--- src/rtl/uart_rx_deserializer.sv ---
// Receive half of the Avalon-MM UART: synchroniser, bit timer and frame deserialiser.
// Optional build macro UART_RX_MAJORITY_EN enables a 2-of-3 vote on every bit sample.
module uart_rx_deserializer #(
  parameter int SYNC_STAGES = 2,
  parameter int MIN_DIVISOR = 4
) (
  input  logic        csi_clk,
  input  logic        rsi_reset,
  input  logic        coe_conduit_rx,
  input  logic [31:0] clockDivisor,
  input  logic [2:0]  dataBits,
  input  logic [1:0]  parityBit,
  input  logic        stopBits2,
  input  logic        rxAck,
  output logic [8:0]  rxData,
  output logic        rxFull,
  output logic        frameError,
  output logic        parityError,
  output logic        rxOverRun,
  output logic        rxBusy
);

  typedef enum logic [2:0] {
    IDLE, START, DATA, PARITY, STOP1, STOP2, COMMIT, BREAK
  } rxState_t;

  localparam logic [31:0] MinDiv = MIN_DIVISOR;

  rxState_t state, nextState;

  logic [SYNC_STAGES-1:0] syncReg;
  logic        rxs;
  logic        rxsPrev;
  logic        startEdge;
  logic        sampleTick;
  logic        sampleBit;
  logic        timerActive;

  logic [31:0] effDiv;
  logic [31:0] divLatched;
  logic [31:0] bitTimer;
  logic [2:0]  dataBitsClamped;
  logic [3:0]  lastBitIdx;
  logic [3:0]  bitIndex;
  logic        parityEn;
  logic        parityOdd;
  logic        stop2Latched;
  logic [8:0]  shiftReg;
  logic        frameErrAcc;
  logic        parityErrAcc;

  // The synchroniser idles at 1 so that leaving reset never looks like a start edge.
  always_ff @(posedge csi_clk) begin
    if (rsi_reset) begin
      syncReg <= '1;
      rxsPrev <= 1'b1;
    end else begin
      syncReg <= {syncReg[SYNC_STAGES-2:0], coe_conduit_rx};
      rxsPrev <= rxs;
    end
  end

  assign rxs       = syncReg[SYNC_STAGES-1];
  assign startEdge = rxsPrev & ~rxs;

`ifdef UART_RX_MAJORITY_EN
  logic [1:0] rxsHist;

  // Two clocks of history give a vote over the last three clocks of the bit window.
  always_ff @(posedge csi_clk) begin
    if (rsi_reset) begin
      rxsHist <= 2'b11;
    end else begin
      rxsHist <= {rxsHist[0], rxs};
    end
  end

  assign sampleBit = (rxsHist[1] & rxsHist[0]) | (rxsHist[1] & rxs) | (rxsHist[0] & rxs);
`else
  assign sampleBit = rxs;
`endif

  assign effDiv          = (clockDivisor < MinDiv) ? MinDiv : clockDivisor;
  assign dataBitsClamped = (dataBits > 3'd4) ? 3'd4 : dataBits;

  assign timerActive = (state == START) || (state == DATA) || (state == PARITY) ||
                       (state == STOP1) || (state == STOP2);
  assign sampleTick  = timerActive && (bitTimer == 32'd0);

  assign rxBusy = (state == DATA) || (state == PARITY) || (state == STOP1) ||
                  (state == STOP2) || (state == COMMIT);

  always_ff @(posedge csi_clk) begin
    if (rsi_reset) begin
      state <= IDLE;
    end else begin
      state <= nextState;
    end
  end

  // A commit with a bad stop bit parks in BREAK so a held-low line yields a single word.
  always_comb begin
    nextState = state;
    case (state)
      IDLE:    if (startEdge) nextState = START;
      START:   if (sampleTick) nextState = sampleBit ? IDLE : DATA;
      DATA:    if (sampleTick && (bitIndex == lastBitIdx)) nextState = parityEn ? PARITY : STOP1;
      PARITY:  if (sampleTick) nextState = STOP1;
      STOP1:   if (sampleTick) nextState = stop2Latched ? STOP2 : COMMIT;
      STOP2:   if (sampleTick) nextState = COMMIT;
      COMMIT:  nextState = frameErrAcc ? BREAK : IDLE;
      BREAK:   if (rxs) nextState = IDLE;
      default: nextState = IDLE;
    endcase
  end

  // Configuration is captured on the start edge so register writes mid-frame cannot disturb it.
  always_ff @(posedge csi_clk) begin
    if (rsi_reset) begin
      bitTimer     <= '0;
      divLatched   <= '0;
      lastBitIdx   <= '0;
      bitIndex     <= '0;
      parityEn     <= 1'b0;
      parityOdd    <= 1'b0;
      stop2Latched <= 1'b0;
      shiftReg     <= '0;
      frameErrAcc  <= 1'b0;
      parityErrAcc <= 1'b0;
    end else begin
      if (state == IDLE) begin
        if (startEdge) begin
          bitTimer     <= (effDiv >> 1) - 32'd1;
          divLatched   <= effDiv;
          lastBitIdx   <= 4'd4 + {1'b0, dataBitsClamped};
          bitIndex     <= '0;
          parityEn     <= (parityBit == 2'd1) || (parityBit == 2'd2);
          parityOdd    <= (parityBit == 2'd1);
          stop2Latched <= stopBits2;
          shiftReg     <= '0;
          frameErrAcc  <= 1'b0;
          parityErrAcc <= 1'b0;
        end
      end else if (sampleTick) begin
        bitTimer <= divLatched - 32'd1;
      end else if (bitTimer != 32'd0) begin
        bitTimer <= bitTimer - 32'd1;
      end

      if (sampleTick) begin
        case (state)
          DATA: begin
            shiftReg[bitIndex] <= sampleBit;
            bitIndex           <= bitIndex + 4'd1;
          end
          PARITY: begin
            parityErrAcc <= parityOdd ? ~(^shiftReg ^ sampleBit) : (^shiftReg ^ sampleBit);
          end
          STOP1, STOP2: begin
            if (!sampleBit) frameErrAcc <= 1'b1;
          end
          default: begin
          end
        endcase
      end
    end
  end

  // A commit takes priority over an acknowledge arriving in the same clock.
  always_ff @(posedge csi_clk) begin
    if (rsi_reset) begin
      rxData      <= '0;
      rxFull      <= 1'b0;
      frameError  <= 1'b0;
      parityError <= 1'b0;
      rxOverRun   <= 1'b0;
    end else if (state == COMMIT) begin
      rxData      <= shiftReg;
      rxFull      <= 1'b1;
      frameError  <= frameErrAcc;
      parityError <= parityErrAcc;
      if (rxFull && !rxAck) rxOverRun <= 1'b1;
    end else if (rxAck) begin
      rxFull      <= 1'b0;
      frameError  <= 1'b0;
      parityError <= 1'b0;
    end
  end

endmodule

--- config.mk ---
export PLATFORM = sky130hd
export DESIGN_NAME = uart_rx_deserializer
export DESIGN_NICKNAME = d
export VERILOG_FILES = /design/src/rtl/uart_rx_deserializer.sv
export SDC_FILE = /design/constraint.sdc
export NUM_CORES = 1
export LEC_CHECK = 0
export CAP_MARGIN = 20
export CORE_AREA = 2 2 109 111
export CTS_BUF_LIST = sky130_fd_sc_hd__clkbuf_4
export CTS_CLUSTER_DIAMETER = 50
export DETAILED_ROUTE_END_ITERATION = 7
export DIE_AREA = 0 0 111 113
export GPL_TIMING_DRIVEN = 0
export PLACE_DENSITY = 0.72
export SETUP_SLACK_MARGIN = 0.5
export SYNTH_ARGS = -nofsm -noshare
export SYNTH_HDL_FRONTEND = slang
export SYNTH_SLANG_ARGS = --single-unit
--- constraint.sdc ---
create_clock -name csi_clk -period 4.4 [get_ports csi_clk]
set_input_delay 0.88 -clock csi_clk [delete_from_list [all_inputs] [get_ports csi_clk]]
set_output_delay 0.88 -clock csi_clk [all_outputs]
set_load 0.05 [all_outputs]
==> impl_metrics.json, run 1 <==
{
  "status": "completed",
  "finalHoldViolations": 0,
  "drc": 0,
  "yosysTopAreaCell": "dfxtp_1",
  "fin_ws_ps": 616,
  "power_density_nw_per_um2": 319,
  "drtIter0Drc": 760,
  "htreeDepth": 3,
  "totalWireLength_um": 21900,
  "period_needed_ps": 3780,
  "grt_pass1_vias": 6324,
  "layout-drive-gt1-share_pct": 7.64,
  "grt-ovfl-total": 0,
  "dp_hpwl_um": 16100,
  "antenna_cells": 0,
  "grt_pass1_wl_um": 34600,
  "min_path_type": "register to register",
  "fin_hold_ws_ps": 430,
  "ant_nets": 0,
  "worstPathMaxFanout": 10,
  "ir_drop_mv": 0.250,
  "cap_violations": 0,
  "setup_violations": 0,
  "synthArstFlopShare_pct": 0,
  "worstHoldStart": "syncReg[0]$_SDFF_PP1_",
  "clock_skew_ps": 15.9,
  "yosysWarnings": 0,
  "crit_type": "register to register",
  "cts_root_buf": "clkbuf_4",
  "critPathArrivalTime_ps": 4210,
  "clockBufferDepth": 2,
  "wl_per_cell_um": 20.9,
  "drtPass1Iterations": 5,
  "area_growth_pct": 15.9,
  "synth-seq-cells": 105,
  "grt_max_degree": 18,
  "synth_edf_count": 0,
  "synth_area_leaders": "dfxtp_1 35%, nand2_1 9.6%, a21oi_1 7.0%",
  "crit-reg2reg-launch": "state[0]$_SDFFE_PP0P_",
  "yosysSeqAreaShare_pct": 34.6,
  "gp_congestion": 1.01,
  "fin_nets": 946,
  "worstPathRequired_ps": 4820,
  "postLayoutCoreUtil_pct": 62.5,
  "antenna_found_initial": 0,
  "via_per_inst": 6.37,
  "ios": 56,
  "start_kind": "register",
  "dpl_cell_area_um2": 6810,
  "numCtsBuffers": 9,
  "rsz0062_at_grt": "yes",
  "worst_slew_pin_slew_ps": 1020,
  "design.die.area_um2": 12500,
  "fin_area_um2": 7040,
  "core-area_um2": 11300,
  "yosysTopAreaCellShare_pct": 34.6,
  "leakage_uw": 0.00242,
  "clkSinkCount": 105,
  "crit_start": "state[0]$_SDFFE_PP0P_",
  "start_util_pct": 53.9,
  "track_usage_pct": 35.4,
  "clk_pin_slew_ps": 160,
  "cts_tree": "yes",
  "crit_path_end_kind": "register",
  "cts_hold_buf": 0,
  "synth_nets": 879,
  "port_buffers": 54,
  "die_y_um": 113,
  "row_count": 39,
  "die_w_um": 111,
  "place_ws_ps": -405,
  "fill_cells": 1069,
  "ys_dominant_reg_cell": "dfxtp_1",
  "ys_types": 75,
  "dr_total_vias": 6663,
  "min_period_over_period_pct": 86.0,
  "synth.avg_cell_area_um2": 7.31,
  "fmax_mhz": 264,
  "synthCells": 831,
  "insertion_delay_ps": 500,
  "maxSlewViolCount": 0,
  "slew_headroom_pct": 31.9,
  "synth_area_um2": 6080
}
[per-stage QoR]
step	TNS, ps	total power, uW	std cells
2_1_floorplan	0	1470	831
3_3_place_gp	-3100	1690	1028
3_5_place_dp	-3200	1700	1029
4_1_cts	0	2220	1045
5_1_grt	0	2350	1046
6_report	0	2250	1046
[path summary, 6_finish.rpt]
kind | to | slack, ps | cells after the start
setup reg to reg | bitTimer[24]$_SDFFE_PP0P_ | 620 | 12
setup / recovery | bitTimer[24]$_SDFFE_PP0P_ | 620 | 12
hold / removal | syncReg[1]$_SDFF_PP1_ | 430 | 1
hold reg to reg | syncReg[1]$_SDFF_PP1_ | 430 | 1
[where the power goes]
part	internal [uW]	switching [uW]	leakage, uW
sequential	1010	59.1	0.000854
combinational	216	428	0.00150
clock	182	348	0.0000711
total	1410	835	0.00242
[area by class of cell]
type,instances,area [um^2],area share [%]
Multi-Input combinational cell,659,3790,53.8
Sequential cell,105,2100,29.8
Timing Repair Buffer,56,556,7.89
Buffer,55,234,3.32
Tap cell,143,179,2.54
Clock buffer,10,75.1,1.07
Clock inverter,6,66.3,0.941
Inverter,12,45.0,0.639
[routing by layer]
| metal | vias up | track usage, % | routed length (um) |
|---|---|---|---|
| met5 | - | 0 | 0 |
| met3 | 53 | 10.3 | 2540 |
| met1 | 3112 | 48.0 | 9240 |
| met2 | 386 | 53.1 | 9350 |
| li1 | 3112 | - | - |
| met4 | 0 | 14.5 | 753 |
[placed cells by master (no fill, tap or decap), types with 11 or more instances in the layout]
| master | count |
|---|---|
| nand2_1 | 156 |
| dfxtp_1 | 105 |
| a21oi_1 | 85 |
| nor2_1 | 78 |
| clkdlybuf4s50_1 | 54 |
| nand3_1 | 50 |
| nor3_1 | 41 |
| clkbuf_1 | 37 |
| o21ai_0 | 26 |
| xnor2_1 | 19 |
| nand4_1 | 15 |
| nor4_1 | 13 |
| inv_1 | 12 |
| and3_1 | 11 |
[cells in the mapped netlist (8+ instances only)]
cell and count:
xnor2_1 19, nor2_1 78, a31oi_1 8, a21oi_1 85
clkbuf_1 40, nand2_1 156, nor4_1 17, inv_1 12
nand3_1 50, buf_2 8, nor3_1 45, and3_1 11
o211ai_1 8, dfxtp_1 105, nand4_1 15, o21ai_0 27
[worst max-delay path: stages (launching register included)]
cell      delay, ps
dfxtp_1         410
or3_4           450
buf_6           170
buf_4           190
clkbuf_2        240
buf_2           290
o32ai_1         350
ha_2            330
nor4b_4         290
a41oi_4         120
or3_1           450
buf_2           170
o311ai_1        250
[registers in the layout (all words and copies together) (netlist names), 2 cells and up]
| register | flops |
|---|---|
| bitIndex | 4 |
| state | 3 |
| divLatched | 32 |
| lastBitIdx | 4 |
| syncReg | 2 |
| rxData | 9 |
| shiftReg | 9 |
| bitTimer | 32 |
[logic make-up (layout without fill, tap and decap cells)]
logic type                 Yosys count  count (layout)  synth area share (%)
xor gates and xnor gates            25              25                  3.60
buffers and inverters               67             139                  4.49
muxes                               11              11                  1.91
and+or+nand+nor                    429             429                  34.4
DFF                                105             105                  34.6
AOI/OAI and AO/OA                  188             188                  19.8
adders and majority gates            6               6                  1.24
[timing repair]
action	4_1_cts	5_1_grt
buffers inserted	0	1
gates resized for setup	8	15
setup endpoints to repair	32	32
pin swaps	0	1
Power figures use the tool's default switching activity.
==> inputs of run 2 (changes only) <==
SLEW_MARGIN = 20   (was unset)
clock period = 4.1 ns   (was 4.4 ns; I/O delays follow)
==> run 2 against run 1 <==
Compared with the run above:
- register-to-register slack about the same
- flip-flop and latch count unchanged
- worst setup slack got worse by 76 ps
- clock-buffer cell count unchanged
- clock power grew 7.0%
- cell area grew 1.6%
==> impl_metrics.json, run 2 (same netlist as run 1, synthesis figures left out) <==
{
  "status": "completed",
  "slowest_stage": "a2111oi_2",
  "power_density_nw_per_um2": 340,
  "multi_input_area_um2": 3860,
  "crit_type": "primary input to register",
  "worstPathRequired_ps": 4510,
  "worst-path-buf-inv": 2,
  "worst_slew_pin_slew_ps": 918,
  "p_clk_share_pct": 23.3,
  "final_common_cell": "nand2_1",
  "start_util_pct": 53.9,
  "drc": 0,
  "leakage_uw": 0.00249,
  "dpl_cell_area_um2": 6810,
  "final_cell_mix": "156 x nand2_1, 104 x dfxtp_1, 85 x a21oi_1",
  "grt_max_degree": 18,
  "clk_pin_slew_ps": 160,
  "dr_total_vias": 6765,
  "p_int_uw": 1530,
  "netSwitchingFraction_pct": 37.3,
  "power.switching_uw": 908,
  "worstPathMaxFanout": 10,
  "ios": 56,
  "path_cells": "clkdlybuf4s50_1 > nor4_2 > nand2_1 > nor3_4 > nor2b_1 > a2111oi_2 > buf_2 > nand3_1 > o2111a_1 > a311o_1",
  "ir_drop_mv": 0.287,
  "grt-ovfl-total": 0,
  "critPathArrivalTime_ps": 3970,
  "clock_skew_ps": 24.4,
  "core-area_um2": 11300,
  "setup_violations": 0,
  "min_path_type": "register to register",
  "combPwrFrac_pct": 29.3,
  "seq_power_share_pct": 47.4,
  "period_needed_ps": 3560,
  "clkSinkCount": 105,
  "via_per_inst": 6.44,
  "cap_violations": 0,
  "die_y_um": 113,
  "slew_headroom_pct": 38.6,
  "cts_tree": "yes",
  "path_delay_family": "simple AND/OR/NAND/NOR gates",
  "rsz0062_at_grt": "no",
  "maxSlewViolCount": 0,
  "grt_pass1_vias": 6258,
  "largest_registers": "bitTimer x32, divLatched x32",
  "totalWireLength_um": 21900,
  "min_period_over_period_pct": 86.8,
  "start_kind": "primary input",
  "track_usage_pct": 35.0,
  "htreeDepth": 3,
  "design.die.area_um2": 12500,
  "clockBufferDepth": 2,
  "ant_nets": 0,
  "fill_cells": 1057,
  "drtPass1Iterations": 6,
  "drtIter0Drc": 836,
  "grt_pass1_wl_um": 34400,
  "area_growth_pct": 17.8,
  "fmax_mhz": 281,
  "numCtsBuffers": 9,
  "cpPeakStageDelay_ps": 640,
  "wl_per_cell_um": 20.9,
  "finalHoldViolations": 0,
  "regArea_um2": 2100,
  "fin_ws_ps": 540,
  "antenna_found_initial": 0,
  "dp_hpwl_um": 16000,
  "die_w_um": 111,
  "fin_area_um2": 7160,
  "row_count": 39,
  "cts_root_buf": "clkbuf_4",
  "fin_nets": 950,
  "place_ws_ps": -712,
  "antenna_cells": 0,
  "gp_congestion": 1.01,
  "cts_hold_buf": 0,
  "layout-drive-gt1-share_pct": 8.82,
  "port_buffers": 54,
  "crit_path_end_kind": "register",
  "insertion_delay_ps": 510
}
run 2: changes by cell type in the layout (fill, tap and decap cells not counted), moves of 2 or more:
cell,previous run,this run
clkdlybuf4s50_1,54,52
nor4_2,6,3
nor3_4,2,4
dlymetal6s2s_1,0,2
nor4_4,1,4
buf_4,3,8
nor3_1,41,38
run 2: path summary, 6_finish.rpt:
check | endpoint | depth (start not counted) | start | slack, ps
worst max-delay path | bitTimer[13]$_SDFFE_PP0P_ | 10 | clockDivisor[21] | 540
worst min-delay path | syncReg[1]$_SDFF_PP1_ | 1 | syncReg[0]$_SDFF_PP1_ | 430
worst max register to register | bitTimer[25]$_SDFFE_PP0P_ | 9 | bitTimer[24]$_SDFFE_PP0P_ | 630
worst min register to register | syncReg[1]$_SDFF_PP1_ | 1 | syncReg[0]$_SDFF_PP1_ | 430
run 2: worst reg2reg max path: cells and delay by family (launching register included):
kind	cells	cell delay, ps
flops	1	380
simple gates	4	1880
compound gates	3	380
buf+inv	2	780
run 2: repair_timing:
action | 4_1_cts | 5_1_grt
pin swaps | 1 | 1
setup buffers | 2 | 4
endpoints found under the hold margin | 0 | 0
setup endpoints to repair | 50 | 41
resized for setup | 19 | 19
run 2: power by group through the flow:
| stage | clock [uW] | combinational [uW] | sequential (uW) |
|---|---|---|---|
| final | 567 | 714 | 1150 |
| after global routing | 606 | 769 | 1160 |
| after CTS | 570 | 672 | 1150 |
| after detailed placement | 0 | 657 | 1170 |
| after global placement | 0 | 642 | 1170 |
| after floorplan | 0 | 430 | 1150 |
run 2: area by class of cell:
type	instances	share of cell area (%)
clock inverters	6	0.926
plain buffers	55	3.32
clock buffers	10	1.05
well taps	143	2.50
repair buffers	60	8.25
inverters	12	0.629
multi-input cells	659	53.9
flip-flops and latches	105	29.4
run 2: per-layer routing:
layer  share of wire (%)  GRT usage [%]  vias up  wire [um]
li1                    -              -     3120          -
met1                  42           48.5     3187       9230
met2                  43           53.3      385       9470
met3                  11           7.93       73       2440
met4                 3.7           13.5        0        812
met5                   0              0        -          0
run 2: per-stage QoR:
step | hold WS, ps | cells | total power, uW | util [%] | TNS, ps
after floorplan | 389 | 831 | 1580 | - | 0
after global placement | 393 | 1028 | 1810 | 60.3 | -6600
after detailed placement | 392 | 1028 | 1830 | 60.4 | -7510
after CTS | 430 | 1046 | 2390 | 62.5 | 0
after global routing | 467 | 1050 | 2540 | 63.5 | 0
final | 429 | 1050 | 2440 | 63.5 | 0
